===== src/rtl/bidir_transceiver.sv =====
// Clocked bidirectional A/B transceiver with a programmable dead-time
// between direction changes and a saturating transfer counter.
module bidir_transceiver #(
    parameter int WIDTH       = 8,
    parameter int TURN_CYCLES = 2,
    parameter int CNT_W       = 16
) (
    input  logic             CLK,
    input  logic             RST_N,
    input  logic             CE,
    input  logic             SR,
    input  logic             CLR,
    input  logic [WIDTH-1:0] A,
    input  logic [WIDTH-1:0] B,
    output logic [WIDTH-1:0] AOUT,
    output logic [WIDTH-1:0] BOUT,
    output logic             OEA,
    output logic             OEB,
    output logic             DIR,
    output logic             BUSY,
    output logic [CNT_W-1:0] XFER_CNT
);

    localparam int TW = (TURN_CYCLES > 0) ? $clog2(TURN_CYCLES + 1) : 1;
    localparam logic [TW-1:0] TLOAD = TW'(TURN_CYCLES);
    localparam logic [TW-1:0] TONE  = TW'(1);

    typedef enum logic [1:0] {
        IDLE,
        TURN,
        UP,
        DOWN
    } state_t;

    state_t           state_q, state_d;
    logic [TW-1:0]    tcnt_q, tcnt_d;
    logic             tgt_q, tgt_d;
    logic [WIDTH-1:0] aout_q, aout_d;
    logic [WIDTH-1:0] bout_q, bout_d;
    logic             oea_q, oea_d;
    logic             oeb_q, oeb_d;
    logic             dir_q, dir_d;
    logic             busy_q, busy_d;
    logic [CNT_W-1:0] xcnt_q, xcnt_d;
    logic             xfer;

    function automatic state_t drive_state(input logic up);
        return up ? UP : DOWN;
    endfunction

    // Any direction request either opens a dead-time window or, with no
    // turnaround configured, goes straight to driving.
    always_comb begin
        state_d = state_q;
        tcnt_d  = tcnt_q;
        tgt_d   = tgt_q;
        if (!CE) begin
            state_d = IDLE;
        end else begin
            case (state_q)
                IDLE: begin
                    tgt_d = SR;
                    if (TURN_CYCLES == 0) begin
                        state_d = drive_state(SR);
                    end else begin
                        state_d = TURN;
                        tcnt_d  = TLOAD;
                    end
                end
                TURN: begin
                    if (SR != tgt_q) begin
                        tgt_d  = SR;
                        tcnt_d = TLOAD;
                    end else if (tcnt_q <= TONE) begin
                        state_d = drive_state(tgt_q);
                    end else begin
                        tcnt_d = tcnt_q - TONE;
                    end
                end
                UP, DOWN: begin
                    if (SR != (state_q == UP)) begin
                        tgt_d = SR;
                        if (TURN_CYCLES == 0) begin
                            state_d = drive_state(SR);
                        end else begin
                            state_d = TURN;
                            tcnt_d  = TLOAD;
                        end
                    end
                end
                default: state_d = IDLE;
            endcase
        end
    end

    always_comb begin
        xfer   = (state_d == UP) || (state_d == DOWN);
        bout_d = (state_d == UP) ? A : bout_q;
        aout_d = (state_d == DOWN) ? B : aout_q;
        oeb_d  = (state_d == UP);
        oea_d  = (state_d == DOWN);
        busy_d = (state_d == TURN);
        dir_d  = dir_q;
        if (state_d == UP) begin
            dir_d = 1'b1;
        end else if (state_d == DOWN) begin
            dir_d = 1'b0;
        end
        xcnt_d = xcnt_q;
        if (CLR) begin
            xcnt_d = '0;
        end else if (xfer && !(&xcnt_q)) begin
            xcnt_d = xcnt_q + 1'b1;
        end
    end

    always_ff @(posedge CLK or negedge RST_N) begin
        if (!RST_N) begin
            state_q <= IDLE;
            tcnt_q  <= '0;
            tgt_q   <= 1'b0;
            aout_q  <= '0;
            bout_q  <= '0;
            oea_q   <= 1'b0;
            oeb_q   <= 1'b0;
            dir_q   <= 1'b0;
            busy_q  <= 1'b0;
            xcnt_q  <= '0;
        end else begin
            state_q <= state_d;
            tcnt_q  <= tcnt_d;
            tgt_q   <= tgt_d;
            aout_q  <= aout_d;
            bout_q  <= bout_d;
            oea_q   <= oea_d;
            oeb_q   <= oeb_d;
            dir_q   <= dir_d;
            busy_q  <= busy_d;
            xcnt_q  <= xcnt_d;
        end
    end

    assign AOUT     = aout_q;
    assign BOUT     = bout_q;
    assign OEA      = oea_q;
    assign OEB      = oeb_q;
    assign DIR      = dir_q;
    assign BUSY     = busy_q;
    assign XFER_CNT = xcnt_q;

endmodule


===== config.mk =====
export PLATFORM = sky130hd
export DESIGN_NAME = bidir_transceiver
export DESIGN_NICKNAME = d
export VERILOG_FILES = /design/src/rtl/bidir_transceiver.sv
export SDC_FILE = /design/constraint.sdc
export NUM_CORES = 1
export LEC_CHECK = 0
export ABC_CLOCK_PERIOD_IN_PS = 2000
export CAP_MARGIN = 20
export CORE_UTILIZATION = 43
export DETAILED_ROUTE_END_ITERATION = 8
export PLACE_DENSITY = 0.76
export SKIP_CTS_REPAIR_TIMING = 1
export SYNTH_ARGS = -nofsm -noshare
export SYNTH_HDL_FRONTEND = slang
export SYNTH_SLANG_ARGS = --single-unit

===== constraint.sdc =====
create_clock -name CLK -period 2 [get_ports CLK]
set_input_delay 0.2 -clock CLK [delete_from_list [all_inputs] [get_ports CLK]]
set_output_delay 0.2 -clock CLK [all_outputs]
set_load 0.005 [all_outputs]

# Word level (Yosys, flattened, before mapping)
# Cells that the tools add are included.
[totals]
romBits = 0
latchBits = 0
ramBits = 0
memories = 0
reg_bits = 41
[op_classes]
shifts = 0
mux = 17
addsub = 2
n_eq_ne = 11
bitwise_logic = 0
n_lt_le_gt_ge = 1
n_mul = 0
n_reduce_logical = 10
div_mod_pow = 0
[op_table]
columns = ["op", "n"]
rows = [
  ["2-to-1 mux 16 bit", 2],
  ["adder 16 x 1 -> 16 bit (second input constant)", 1],
  ["AND reduction 16 bit", 1],
  ["2-to-1 mux 2 bit", 7],
  ["case mux 2 bit (3 select lines)", 2],
  ["== test 2 bit (second input constant)", 4],
  ["AND reduction 3 bit", 2],
  ["2-to-1 mux 1 bit", 5],
  ["== test 2 x 1 -> 1 bit (second input constant)", 2],
  ["!= test 2 bit (second input constant)", 2],
  ["nonzero test 2 bit", 2],
  ["!= test 3 bit (second input constant)", 1],
  ["case mux 1 bit (3 select lines)", 1],
  ["less-or-equal comparator 2 x 1 -> 1 bit (second input constant)", 1],
  ["zero test 2 bit", 1],
  ["!= test 1 bit", 2],
  ["OR reduction 2 bit", 1],
  ["subtractor 2 x 1 -> 2 bit (second input constant)", 1],
  ["logical AND 1 bit", 1],
  ["zero test 1 bit", 1],
  ["logical OR 1 bit", 1],
]

# Longest topological paths before layout
[logic_depth]
ltp_word = 10
ltp_mapped = 10
depth_no_buf = 8

# Worst setup path after synthesis
# Ideal clock, no wire load.
[synth_timing]
path_kind = "reg2reg"
from = "reg state_q[1]"
to = "reg xcnt_q[5], in the netlist XFER_CNT[5]"
path_buffers = 3
required_time_ns = 1.872
t_arrival_ns = 1.789
stages_incl_launch_ff = 9
period_less_slack_ns = 1.916
setup_slack_ns = 0.084
cell_sequence = "dfrtp_1 > buf_6 > and3b_1 > o211ai_2 > a21bo_1 > buf_6 > buf_6 > nor4_4 > mux2_1"
[synth_via]
elab_chain_cells = 9
[synth_rtl]
columns = ["element", "line_no", "text"]
rows = [
  ["start, declared", "35", "state_t state_q, state_d;"],
  ["start signal, assigned", "130", "state_q <= state_d;"],
  ["== test 2 bit", "60, 81", ""],
  ["!= test 1 bit", "81", "if (SR != (state_q == UP)) begin"],
  ["2-to-1 mux 2 bit", "81", ""],
  ["case mux 2 bit (3 select lines) *", "60", "case (state_q)"],
  ["2-to-1 mux 2 bit *", "57", "if (!CE) begin"],
  ["== test 2 bit", "97", "xfer = (state_d == UP) || (state_d == DOWN);"],
  ["logical OR 1 bit *", "97", ""],
  ["logical AND 1 bit *", "112", "end else if (xfer && !(&xcnt_q)) begin"],
  ["nonzero test 2 bit (no source line) *", "--", ""],
  ["end signal, assigned", "139", "xcnt_q <= xcnt_d;"],
  ["end, declared", "44", "logic [CNT_W-1:0] xcnt_q, xcnt_d;"],
]
# Every way passes the cells marked *; elsewhere a longest branch is shown, timed or not.
# A chain may end at the register's enable or synchronous reset.

# Worst setup path in the final report
[layout_timing]
from = "reg tcnt_q[1]"
to = "reg xcnt_q[6], in the netlist XFER_CNT[6]"
[layout_via]
elab_chain_cells = 9
[layout_rtl]
columns = ["element", "line_no", "text"]
rows = [
  ["start, declared", "36", "logic [TW-1:0] tcnt_q, tcnt_d;"],
  ["start signal, assigned", "131", "tcnt_q <= tcnt_d;"],
  ["less-or-equal comparator 2 x 1 -> 1 bit *", "74", "end else if (tcnt_q <= TONE) begin"],
  ["2-to-1 mux 2 bit *", "74", ""],
  ["2-to-1 mux 2 bit *", "71", "if (SR != tgt_q) begin"],
  ["case mux 2 bit (3 select lines) *", "60", ""],
  ["2-to-1 mux 2 bit *", "57", ""],
  ["== test 2 bit", "97", ""],
  ["logical OR 1 bit *", "97", ""],
  ["logical AND 1 bit *", "112", ""],
  ["nonzero test 2 bit (no source line) *", "--", ""],
]
# Marked as above.

==> out/results.txt <==
Port-buffer cells = 56
Sink Count = 41
Initial antenna violation count = 0
Reg2reg start = tcnt_q[1]
Slew HR = 63.67%
Critical path endpoint category = register
Final hold vios = 0
CP delay by family, top = simple AND/OR/NAND/NOR gates
GRT Overall Usage = 19.16%
Final setup vio count = 0
Worst-Margin Slew = 0.5449 ns
Vias post-DR = 1644
Row cnt = 24
Top FF cell, synth = dfrtp_1
Post-layout min period = 1.956 ns
Diodes inserted = 0
Root Buffer = clkbuf_8
Post-Syn Area = 0.002034 mm²
Final Cycle Share = 97.82%
Layout Nets = 281
Unrepaired setup endpoints after global routing = true
DPL Wire Length = 3.158 mm
CTS tree = done
DRT antenna net count = 0
Later-pin clock latency in the skew report = 0.30 ns
CP Max Fanout = 23
Post-synth ARST share = 100.0%
TritonCTS buffer count = 5
Post-Synthesis Cells = 181
Clock Skews = 0.004896 ns
Peak Freq = 511.1 MHz
Utilization after layout = 66.69%
Total placed instance area = 0.002801 mm²
Avg WL per Cell = 14.15 µm
DRC = 0
Worst hold slack = 0.4164 ns
Die span in x = 70.79 µm
Netlist cell types = 44
Vias per cell = 5.286
Largest net degree at the start of global routing = 25
Initial Util = 45.78%
Die area = 0.005011 mm²
Grt total ovfl = 0
Pwr dens = 866.9 mW/mm²
Run status = complete, no violations
Global-route wire length before repair = 7.596 mm
PnR worst setup slack = 0.04358 ns
Cells after DPL = 301
I/O Pins = 57
Worst-case clock buffer depth = 2
Area of the core = 0.004444 mm²
Die H = 70.79 µm
DR pass1 iterations = 6
Crit path DAT = 2.14 ns
Vias in the first global route = 1729
Final Power = 2.570 mW
Crit path largest cell delay = 0.39 ns
Fin cells = 311
Mapped Nets = 204
Synth top area share = 50.43%
Type of origin of the critical path = register
GP Congestion = 0.7959
Final TNS setup = 0 ns
Synth area leader = dfrtp_1
Sequential-to-total area share from yosys stat = 50.43%
Pre-CTS setup slack = -0.2133 ns
# H-tree levels = 2
CP cell instances = inv_1, ha_1, or2b_1, o211ai_2, a21bo_1, buf_12, nor4_4, mux2_4
MaxCap Viol Count = 0
Area Overhead vs Synth = 45.69%
Pleak = 1.267 nW
Critical path class = reg -> reg
Hold WC Path Type = in -> async
Layout cells sized above 1 = 26.64%
Post-synth EDFFs = 0
DRT iter0 DRCs = 61
Crit-path slowest cell = dfrtp_1
Worst Path Required = 2.18 ns
YS warnings = 0
Synthesized area per cell = 11.24 µm²
Clk slew on worst S/H paths = 0.09 ns
Crit path buffers/inverters = 2
Largest cells by area after synthesis = dfrtp_1, mux2_2, a21oi_1
Worst vdd ir = 0.0008006 V
Total length of routed wires = 4.400 mm
Crit. Startpoint = tcnt_q[1]
Slew Limit Fails = 0
Design area = 0.002964 mm²
Synthesized flop and latch total = 41
registers in the layout, summed over array words and instances, names as in the netlist:
name      cells
XFER_CNT     16
AOUT          8
BOUT          8
state_q       2
tcnt_q        2
BUSY          1
DIR           1
OEA           1
OEB           1
tgt_q         1
cells by family (layout without fill, tap and decap cells):
family                     Yosys count  in the layout  synth area share [%]
adders and majority gates            2              2                 1.230
AOI/OAI and AO/OA                   35             35                 11.38
and+or+nand+nor                     62             62                 19.62
buffers and inverters               18             96                 4.920
xor gates and xnor gates             2              2                0.8612
DFF                                 41             41                 50.43
muxes                               21             21                 11.56
per-layer routing:
layer  GRT usage (%)  up-vias  wire length, µm
met1           23.81      792             2000
met3           5.556        7              217
li1                -      809                -
met4           6.444        0               65
met2           32.16       36             2116
met5               0        -                0
area by class of cell:
class	instances	area, µm²
Clock buffer	5	68.82
Clock inverter	3	46.29
Fill cell	331	1480
Inverter	6	22.52
Multi-Input combinational cell	122	944.7
Sequential cell	41	1026
Tap cell	52	65.06
Timing Repair Buffer	82	790.8
cells in the final DEF, fill, tap and decap left out, types with 2 or more instances in the layout:
master	n
xor2_1	2
buf_4	22
a21oi_1	9
or2_2	2
clkdlybuf4s50_1	55
o31ai_1	8
and3_1	6
nand2_1	13
mux2_2	18
nor2b_1	5
a21oi_2	5
nor2_1	7
dfrtp_1	41
clkbuf_8	5
or4_1	7
buf_12	3
inv_1	6
or3_1	3
ha_1	2
nor4_4	2
mux2_4	2
nand3_1	5
o21ai_0	3
worst paths after layout:
path	cells after the start	endpoint	slack, ns
setup / recovery	8	XFER_CNT[6]	0.04
hold / removal	2	XFER_CNT[2]	0.42
setup reg to reg	8	XFER_CNT[6]	0.04
hold reg to reg	2	DIR	0.48
max in group asynchronous	3	OEB	1.02
min in group CLK	2	DIR	0.48
cell usage after synthesis (5+ instances only):
cell type	instances
mux2_2	18
inv_1	6
nand3_1	5
dfrtp_1	41
or4_1	8
nor2b_1	5
nand2_1	13
and3_1	6
buf_2	5
o31ai_1	8
a21oi_1	14
nor2_1	7
power breakdown:
group	total, mW	internal [mW]	switching (mW)
Combinational	0.771	0.527	0.244
Clock	0.686	0.374	0.312
Sequential	1.11	1.02	0.0926
Total	2.57	1.92	0.649
Note: power is estimated with default switching activity, not from simulation.
